File: config.mk
export PLATFORM = sky130hd
export DESIGN_NAME = vga_sync_receiver
export DESIGN_NICKNAME = d
export VERILOG_FILES = /design/src/rtl/vga_timing_pkg.sv /design/src/rtl/vga_edge_detect.sv /design/src/rtl/vga_sync_receiver.sv
export SDC_FILE = /design/constraint.sdc
export NUM_CORES = 1
export LEC_CHECK = 0
export BUFFER_PORTS_ARGS = -buffer_cell sky130_fd_sc_hd__buf_2
export CAP_MARGIN = 25
export CORE_ASPECT_RATIO = 0.9
export CORE_MARGIN = 8
export CORE_UTILIZATION = 47
export CTS_CLUSTER_SIZE = 16
export DETAILED_ROUTE_END_ITERATION = 10
export PLACE_DENSITY = 0.82
export RECOVER_POWER = 25
export SYNTH_ARGS = -nofsm -noshare
export SYNTH_HDL_FRONTEND = slang
export SYNTH_SLANG_ARGS = --single-unit
export TNS_END_PERCENT = 1
File: constraint.sdc
create_clock -name clk_50MHz -period 2.8 [get_ports clk_50MHz]
set_input_delay 0.42 -clock clk_50MHz [delete_from_list [all_inputs] [get_ports clk_50MHz]]
set_output_delay 0.42 -clock clk_50MHz [all_outputs]
set_load 0.02 [all_outputs]
File: src/rtl/vga_timing_pkg.sv
// rtl/vga_timing_pkg.sv - 640x480 timing constants, receiver FSM states, saturating counter helper
package vga_timing_pkg;

  localparam int VGA_H_TOTAL   = 800;
  localparam int VGA_H_SYNC_BP = 144;
  localparam int VGA_H_ACTIVE  = 640;
  localparam int VGA_V_TOTAL   = 525;
  localparam int VGA_V_SYNC_BP = 35;
  localparam int VGA_V_ACTIVE  = 480;

  typedef enum logic [1:0] {
    SEARCH = 2'd0,
    WAIT_V = 2'd1,
    CHECK  = 2'd2,
    LOCK   = 2'd3
  } rx_state_e;

  function automatic logic [9:0] sat_inc10(input logic [9:0] v);
    return (v == 10'h3FF) ? v : v + 10'd1;
  endfunction

endpackage

File: src/rtl/vga_edge_detect.sv
// rtl/vga_edge_detect.sv - samples one active-low sync line on the pixel tick, flags its falling edge
module vga_edge_detect (
  input  logic clk_i,
  input  logic rst_ni,
  input  logic tick_i,
  input  logic sync_i,
  output logic fall_o
);

  logic sync_q;

  // Resets low so a sync already low when reset releases is not seen as an edge.
  always_ff @(posedge clk_i or negedge rst_ni) begin
    if (!rst_ni) begin
      sync_q <= 1'b0;
    end else if (tick_i) begin
      sync_q <= sync_i;
    end
  end

  assign fall_o = tick_i & sync_q & ~sync_i;

endmodule

File: src/rtl/vga_sync_receiver.sv
// rtl/vga_sync_receiver.sv - VGA timing recovery, lock FSM and coordinate output
// VGA_RX_CHECKSUM_EN: adds the per-frame XOR-colour checksum on frame_sum.
module vga_sync_receiver
  import vga_timing_pkg::*;
#(
  parameter int H_TOTAL   = VGA_H_TOTAL,
  parameter int H_SYNC_BP = VGA_H_SYNC_BP,
  parameter int H_ACTIVE  = VGA_H_ACTIVE,
  parameter int V_TOTAL   = VGA_V_TOTAL,
  parameter int V_SYNC_BP = VGA_V_SYNC_BP,
  parameter int V_ACTIVE  = VGA_V_ACTIVE
) (
  input  logic        clk_50MHz,
  input  logic        reset,
  input  logic        p_tick,
  input  logic        hsync,
  input  logic        vsync,
  input  logic [7:0]  red,
  input  logic [7:0]  green,
  input  logic [7:0]  blue,
  output logic [9:0]  x,
  output logic [9:0]  y,
  output logic        pix_valid,
  output logic        locked,
  output logic        frame_done,
  output logic        line_err,
  output logic [7:0]  err_count,
  output logic [15:0] frame_sum
);

  logic       hfall, vfall;
  logic [9:0] hcnt_q, hcnt_d, vcnt_q, vcnt_d;
  logic [9:0] x_q, y_q;
  logic       pix_valid_q, locked_q, frame_done_q, frame_done_d, line_err_q;
  logic [7:0] err_count_q;
  logic       err, lock_next, active, pix_sample;
  rx_state_e  state_q;

  vga_edge_detect u_hs_edge (
    .clk_i(clk_50MHz), .rst_ni(reset), .tick_i(p_tick), .sync_i(hsync), .fall_o(hfall)
  );
  vga_edge_detect u_vs_edge (
    .clk_i(clk_50MHz), .rst_ni(reset), .tick_i(p_tick), .sync_i(vsync), .fall_o(vfall)
  );

  // Coordinates of a sample are the post-update counts, so the fall tick itself is hcnt 0.
  assign hcnt_d = hfall ? 10'd0 : sat_inc10(hcnt_q);
  assign vcnt_d = vfall ? 10'd0 : (hfall ? sat_inc10(vcnt_q) : vcnt_q);

  assign err = ((state_q == CHECK) || (state_q == LOCK)) &&
               ((hfall && (hcnt_q != 10'(H_TOTAL - 1))) ||
                (vfall && (vcnt_q != 10'(V_TOTAL - 1))));
  assign lock_next = !err && ((state_q == LOCK) || ((state_q == CHECK) && vfall));
  assign active = (hcnt_d >= 10'(H_SYNC_BP)) && (hcnt_d < 10'(H_SYNC_BP + H_ACTIVE)) &&
                  (vcnt_d >= 10'(V_SYNC_BP)) && (vcnt_d < 10'(V_SYNC_BP + V_ACTIVE));
  assign pix_sample = p_tick && lock_next && active;
  assign frame_done_d = pix_valid_q && (x_q == 10'(H_ACTIVE - 1)) && (y_q == 10'(V_ACTIVE - 1));

  always_ff @(posedge clk_50MHz or negedge reset) begin
    if (!reset) begin
      state_q     <= SEARCH;
      locked_q    <= 1'b0;
      line_err_q  <= 1'b0;
      err_count_q <= 8'd0;
    end else begin
      line_err_q <= err;
      if (err) begin
        state_q  <= SEARCH;
        locked_q <= 1'b0;
        if (err_count_q != 8'hFF) err_count_q <= err_count_q + 8'd1;
      end else if (p_tick) begin
        case (state_q)
          SEARCH:  if (hfall) state_q <= WAIT_V;
          WAIT_V:  if (vfall) state_q <= CHECK;
          CHECK:   if (vfall) begin
                     state_q  <= LOCK;
                     locked_q <= 1'b1;
                   end
          LOCK:    state_q <= LOCK;
          default: state_q <= SEARCH;
        endcase
      end
    end
  end

  always_ff @(posedge clk_50MHz or negedge reset) begin
    if (!reset) begin
      hcnt_q       <= 10'd0;
      vcnt_q       <= 10'd0;
      x_q          <= 10'd0;
      y_q          <= 10'd0;
      pix_valid_q  <= 1'b0;
      frame_done_q <= 1'b0;
    end else begin
      if (p_tick) begin
        hcnt_q <= hcnt_d;
        vcnt_q <= vcnt_d;
      end
      pix_valid_q  <= pix_sample;
      frame_done_q <= frame_done_d;
      if (pix_sample) begin
        x_q <= hcnt_d - 10'(H_SYNC_BP);
        y_q <= vcnt_d - 10'(V_SYNC_BP);
      end
    end
  end

`ifdef VGA_RX_CHECKSUM_EN
  logic [15:0] acc_q, frame_sum_q;

  always_ff @(posedge clk_50MHz or negedge reset) begin
    if (!reset) begin
      acc_q       <= 16'h0000;
      frame_sum_q <= 16'h0000;
    end else begin
      if (frame_done_d) frame_sum_q <= acc_q;
      if (vfall || frame_done_d) begin
        acc_q <= 16'h0000;
      end else if (pix_sample) begin
        acc_q <= acc_q + {8'h00, red ^ green ^ blue};
      end
    end
  end

  assign frame_sum = frame_sum_q;
`else
  logic unused_rgb;
  assign unused_rgb = ^{red, green, blue};
  assign frame_sum  = 16'h0000;
`endif

  assign x          = x_q;
  assign y          = y_q;
  assign pix_valid  = pix_valid_q;
  assign locked     = locked_q;
  assign frame_done = frame_done_q;
  assign line_err   = line_err_q;
  assign err_count  = err_count_q;

endmodule

# ---- After elaboration in Yosys (flattened, before gate mapping)
# Index checks and enable logic that the tools add are counted.
dict set report totals {
  output_inout_bits 48
  input_bits 29
  ff_bits 56
  wordCells 78
}
dict set report classes {
  bitwise 6
  reduce_logical 23
  n_eq_ne 13
  add_sub_neg 5
  magnitude_cmp 4
  n_mux 15
}
# op count
set op_table {}
lappend op_table {{$mux W10} 5}
lappend op_table {{$eq A10 B10 Y1 const B} 3}
lappend op_table {{$add A10 B1 Y10 const B} 2}
lappend op_table {{$lt A10 B10 Y1 const B} 2}
lappend op_table {{$ne A10 B10 Y1 const B} 2}
lappend op_table {{$logic_and A1 B1 Y1} 12}
lappend op_table {{$eq A10 B9 Y1 const B} 1}
lappend op_table {{$ge A10 B6 Y1 const B} 1}
lappend op_table {{$ge A10 B8 Y1 const B} 1}
lappend op_table {{$mux W2} 5}
lappend op_table {{$sub A10 B6 Y10 const B} 1}
lappend op_table {{$sub A10 B8 Y10 const B} 1}
lappend op_table {{$ne A3 B3 Y1 const B} 3}
lappend op_table {{$add A8 B1 Y8 const B} 1}
lappend op_table {{$ne A8 B8 Y1 const B} 1}
lappend op_table {{$pmux W2 S4} 1}
lappend op_table {{$reduce_bool A2 Y1} 3}
lappend op_table {{$and A1 B1 Y1} 4}
lappend op_table {{$eq A2 B2 Y1 const B} 2}
lappend op_table {{$mux W1} 4}
lappend op_table {{$reduce_and A4 Y1} 1}
lappend op_table {{$logic_or A1 B1 Y1} 3}
lappend op_table {{$reduce_and A3 Y1} 1}
lappend op_table {{$eq A2 B1 Y1 const B} 1}
lappend op_table {{other kinds (4)} 5}

# ---- Longest topological paths before layout
dict set report logic_depth {
  depth_word 9
  depth_mapped 13
  ltp_nobuf 12
}

# ---- Hierarchy
# A second synthesis with hierarchy kept.
dict set report unflattened {
  hier_cells 342
  area_unflattened_um2 3449.6
}
# module instances seq_area_each_um2 area_per_inst_um2 cells_per_inst
set modules_own_cells {}
lappend modules_own_cells {vga_sync_receiver 1 1351.3 3349.5 336}
lappend modules_own_cells {vga_edge_detect 2 25.0 50.0 3}

# ---- Worst setup path after synthesis
# No wires, ideal clock.
dict set report synth_timing {
  kind {register to register}
  startpoint {reg vcnt_q[1]}
  endpoint {reg x_q[0] (netlist: x[0])}
  setup_slack_ns -0.272
  period_less_slack_ns 3.072
  path_stages_with_launch 12
  t_required_ns 2.675
  setup_ns 0.125
  t_arrival_ns 2.947
  n_path_buf 1
  path_cell_list {dfrtp_1 > ha_1 > nand4_2 > o31ai_2 > mux2i_1 > nor2_1 > ha_1 > nor3_1 > nand4_1 > a211oi_4 > buf_6 > mux2_4}
}
dict set report synth_between {
  elab_chain_cells 8
  word_cells_on_any_way 17
  classes_between {add/sub: 1; order compare: 2; eq/ne: 2; mux: 3; reduce/logical: 9}
}
# element line_no
set synth_lines {}
lappend synth_lines {{start: declaration} vga_sync_receiver.sv:32} ;# logic [9:0] hcnt_q, hcnt_d, vcnt_q, vcnt_d;
lappend synth_lines {{start signal: assignment} vga_sync_receiver.sv:97} ;# vcnt_q <= vcnt_d;
lappend synth_lines {{$add A10 B1 Y10 or $eq A10 B10 Y1 (tied branches)} vga_timing_pkg.sv:19} ;# return (v == 10'h3FF) ? v : v + 10'd1;
lappend synth_lines {{$mux W10} vga_timing_pkg.sv:19}
lappend synth_lines {{$mux W10 (*) (2 in series)} vga_sync_receiver.sv:48} ;# assign vcnt_d = vfall ? 10'd0 : (hfall ? sat_inc10(vcnt_q) : vcnt_q);
lappend synth_lines {{named net vcnt_d[1]} vga_sync_receiver.sv:32}
lappend synth_lines {{$ge A10 B6 Y1} vga_sync_receiver.sv:55} ;# (vcnt_d >= 10'(V_SYNC_BP)) && (vcnt_d < 10'(V_SYNC_BP + V_ACTIVE));
lappend synth_lines {{$logic_and A1 B1 Y1} vga_sync_receiver.sv:54} ;# assign active = (hcnt_d >= 10'(H_SYNC_BP)) && (hcnt_d < 10'(H_SYNC_BP + H_ACTIVE)) &&
lappend synth_lines {{$logic_and A1 B1 Y1 (*)} vga_sync_receiver.sv:55}
lappend synth_lines {{$logic_and A1 B1 Y1 (*)} vga_sync_receiver.sv:56} ;# assign pix_sample = p_tick && lock_next && active;
lappend synth_lines {{end signal: assignment} vga_sync_receiver.sv:102} ;# x_q <= hcnt_d - 10'(H_SYNC_BP);
lappend synth_lines {{end: declaration} vga_sync_receiver.sv:33} ;# logic [9:0] x_q, y_q;
# Mark *: on every way through the listed nets, which the timed path passes. The rest lies on a longest branch.
# A chain may end at the register's enable or synchronous reset.

# ---- Final worst setup path
dict set report layout_timing {
  startpoint {reg vcnt_q[0]}
  endpoint {reg x_q[8] (netlist: x[8])}
}
dict set report layout_between {
  elab_chain_cells 8
  word_cells_on_any_way 17
  classes_between {add/sub: 1; order compare: 2; eq/ne: 2; mux: 3; reduce/logical: 9}
}
# element line_no
set layout_lines {}
lappend layout_lines {{$add A10 B1 Y10 or $eq A10 B10 Y1 (tied branches)} vga_timing_pkg.sv:19}
lappend layout_lines {{$mux W10 (*)} vga_timing_pkg.sv:19}
lappend layout_lines {{$mux W10 (*) (2 in series)} vga_sync_receiver.sv:48}
lappend layout_lines {{named net vcnt_d[1]} vga_sync_receiver.sv:32}
lappend layout_lines {{$ge A10 B6 Y1} vga_sync_receiver.sv:55}
lappend layout_lines {{$logic_and A1 B1 Y1} vga_sync_receiver.sv:54}
lappend layout_lines {{$logic_and A1 B1 Y1 (*)} vga_sync_receiver.sv:55}
lappend layout_lines {{$logic_and A1 B1 Y1 (*)} vga_sync_receiver.sv:56}
# Marked as above.

==> impl_metrics.env <==
export IMPL_syn2layout_area_growth_pct=28.2
export IMPL_vias=2810
export IMPL_slew_violations=34
export IMPL_drtIter0Drc=112
export IMPL_postSynthAreaPerCell_um2=10.4
export IMPL_status="finished, violations left"
export IMPL_finish_utilization=0.614
export IMPL_dpl_hpwl_um=6150
export IMPL_hold_path_cell_count=2
export IMPL_numCtsBuffers=5
export IMPL_die_area_um2=10000
export IMPL_min_from="vsync"
export IMPL_rr_startpoint="vcnt_q[0]$_DFFE_PN0P_"
export IMPL_numPortBuffers=36
export IMPL_tritoncts="built"
export IMPL_tightest_slew_ps=1930
export IMPL_r2r_slack_ps=-240
export IMPL_yosys_area_top_type="dfrtp_1"
export IMPL_n_antenna_cell=0
export IMPL_clk_latency_ps=320
export IMPL_hold_viol=0
export IMPL_clk_pin_slew_ps=110
export IMPL_skew_ps=19.4
export IMPL_hold_end="u_vs_edge.sync_q$_DFFE_PN0P_"
export IMPL_final_common_cell="buf_4"
export IMPL_fin_cells=515
export IMPL_fin_nets=457
export IMPL_antenna_found_initial=0
export IMPL_yosysSeqAreaShare=0.420
export IMPL_cp_data_required_time_ps=3010
export IMPL_yosysWarnings=0
export IMPL_syn_cell_area_um2=3330
export IMPL_grt_max_degree=34
export IMPL_track_usage=0.172
export IMPL_rr_worst_depth=12
export IMPL_placeableCoreArea_um2=6970
export IMPL_finalCriticalPeriod_ps=3040
export IMPL_timing_final_ws_setup_ps=-242
export IMPL_gp_congestion=0.890
export IMPL_multi_input_area_um2=1870
export IMPL_ir_worst_vdd_mv=0.270
export IMPL_initial_utilization=0.478
export IMPL_fin_total_pwr_uw=2410
export IMPL_arrival_ps=3260
export IMPL_post_route_period_util=1.09
export IMPL_leakage_uw=0.00206
export IMPL_htreeDepth=2
export IMPL_power_density_nw_per_um2=564
export IMPL_fin_tns_setup_ps=-4510
export IMPL_synth_edf_count=0
export IMPL_wl_per_cell_um=16.5
export IMPL_hold_path_class="in2reg"
export IMPL_yosys_area_top_type_share=0.420
export IMPL_synthArstFlopShare=1.00
export IMPL_crit_type="reg2reg"
export IMPL_setup_viol=20
export IMPL_fillers=584
export IMPL_drv_cap=1
export IMPL_fmax_mhz=329
export IMPL_clock_root_buffer="clkbuf_8"
export IMPL_drc_errors=0
export IMPL_cp_start_kind="flip-flop"
export IMPL_die_x_um=105
export IMPL_first_pass_iters=4
export IMPL_violations="capacitance limit, slew limit, setup timing"
export IMPL_ff_latch_area_um2=1400
export IMPL_ios=77
export IMPL_rsz0062_at_grt="true"
export IMPL_ys_flop_type="dfrtp_1"
export IMPL_final_cell_mix="buf_4, dfrtp_1, buf_2, nand2_1, nor2_1"
export IMPL_drive_above_1_share=0.396
export IMPL_ys_ff_latch=56
export IMPL_grt_pass1_vias=3024
export IMPL_grt_pass1_wl_um=14200
export IMPL_r2r_end="x[8]$_DFFE_PN0P_"
export IMPL_post_place_cells=498
export IMPL_chipHeight_um=95.9
export IMPL_dpl_worst_slack_ps=-281
export IMPL_end_kind="flip-flop"
export IMPL_detail_route_antenna_nets=0
export IMPL_clkSinkCount=56
export IMPL_critical_path_max_fanout=10
export IMPL_vias_per_cell=5.46
export IMPL_routed_wl_um=8520
export IMPL_ys_types=62
export IMPL_clk_path_buf_depth=2
export IMPL_syn_inst=321
export IMPL_grt_overflow_total=0
export IMPL_max_slew_margin_rel=-0.286
export IMPL_synth_area_top_cells="dfrtp_1, buf_4, mux2_4"
export IMPL_rows=29
==> per-stage QoR <==
step	hold slack, ps	cell area (um2)
floorplan	124	3450
global placement	438	4010
CTS	189	4250
global route	375	4270
finish	379	4270
detailed placement	438	4010
==> registers in the layout, summed over array words and instances, names as in the netlist <==
name	cells
state_q	2
line_err	1
frame_done	1
u_vs_edge.sync_q	1
vcnt_q	10
x	10
err_count	8
locked	1
y	10
hcnt_q	10
u_hs_edge.sync_q	1
pix_valid	1
==> synthesized netlist by cell type, types with 8 or more instances <==
cell / count
nor2_1: 18
nand4_1: 12
dfrtp_1: 56
xnor2_1: 16
o21ai_0: 15
mux2i_1: 12
nand2_1: 19
a21oi_1: 10
buf_4: 20
nand3_1: 9
inv_1: 13
mux2_4: 10
mux2_2: 8
==> how the worst max path moves through the flow <==
stage                     slack (ps)          endpoint  depth (start not counted)                   from
after floorplan                    8  x[0]$_DFFE_PN0P_                         11  vcnt_q[1]$_DFFE_PN0P_
after global placement          -200  x[4]$_DFFE_PN0P_                         11  vcnt_q[0]$_DFFE_PN0P_
after detailed placement        -280  x[8]$_DFFE_PN0P_                         11  vcnt_q[0]$_DFFE_PN0P_
after CTS                       -200  y[2]$_DFFE_PN0P_                         11  vcnt_q[0]$_DFFE_PN0P_
after global routing            -380  y[9]$_DFFE_PN0P_                         12  vcnt_q[0]$_DFFE_PN0P_
final                           -240  x[8]$_DFFE_PN0P_                         12  vcnt_q[0]$_DFFE_PN0P_
==> what timing repair did <==
action	CTS	global route
gates resized for setup	13	5
setup endpoints to repair	21	21
setup buffers	6	2
gates cloned	1	0
hold endpoints to repair	0	0
pin swaps	5	5
hold buffers	0	0
==> worst max-delay path, stage by stage (launching register included) <==
cell	delay (ps)
dfrtp_2	430
ha_4	170
nand4_4	90
o31ai_4	370
mux2i_1	290
nor2_1	70
ha_2	240
nor3_4	160
nand4_1	190
a211oi_4	300
buf_4	160
buf_12	140
mux2_4	310
==> final cells by class <==
cell class / instances / share of cell area
Clock buffer: 5 / 0.0161
Clock inverter: 3 / 0.00644
Inverter: 14 / 0.0123
Multi-Input combinational cell: 238 / 0.437
Sequential cell: 56 / 0.328
Tap cell: 93 / 0.0272
Timing Repair Buffer: 106 / 0.172
==> report_power, final <==
part | switching [uW] | internal (uW)
logic | 488 | 426
clock network | 286 | 184
registers | 117 | 908
==> cells by family (layout without fill, tap and decap cells) <==
group / after synthesis / in the layout / share of synthesized area
other: 1 / 16 / 0.00113
flip-flops: 56 / 56 / 0.420
buffers and inverters: 42 / 128 / 0.0754
AO/OA/AOI/OAI: 54 / 54 / 0.114
multiplexers: 37 / 37 / 0.132
XOR/XNOR: 21 / 21 / 0.0552
AND/OR/NAND/NOR: 103 / 103 / 0.175
adder cells (fa/ha/maj): 7 / 7 / 0.0263
==> layer usage <==
metal  track usage  up-vias  share of wire
li1              -     1322              -
met1         0.195     1397           0.44
met2         0.303       69           0.48
met3        0.0495       22          0.053
met4        0.0676        0          0.026
met5             0        -              0
Power figures use the tool's default switching activity.
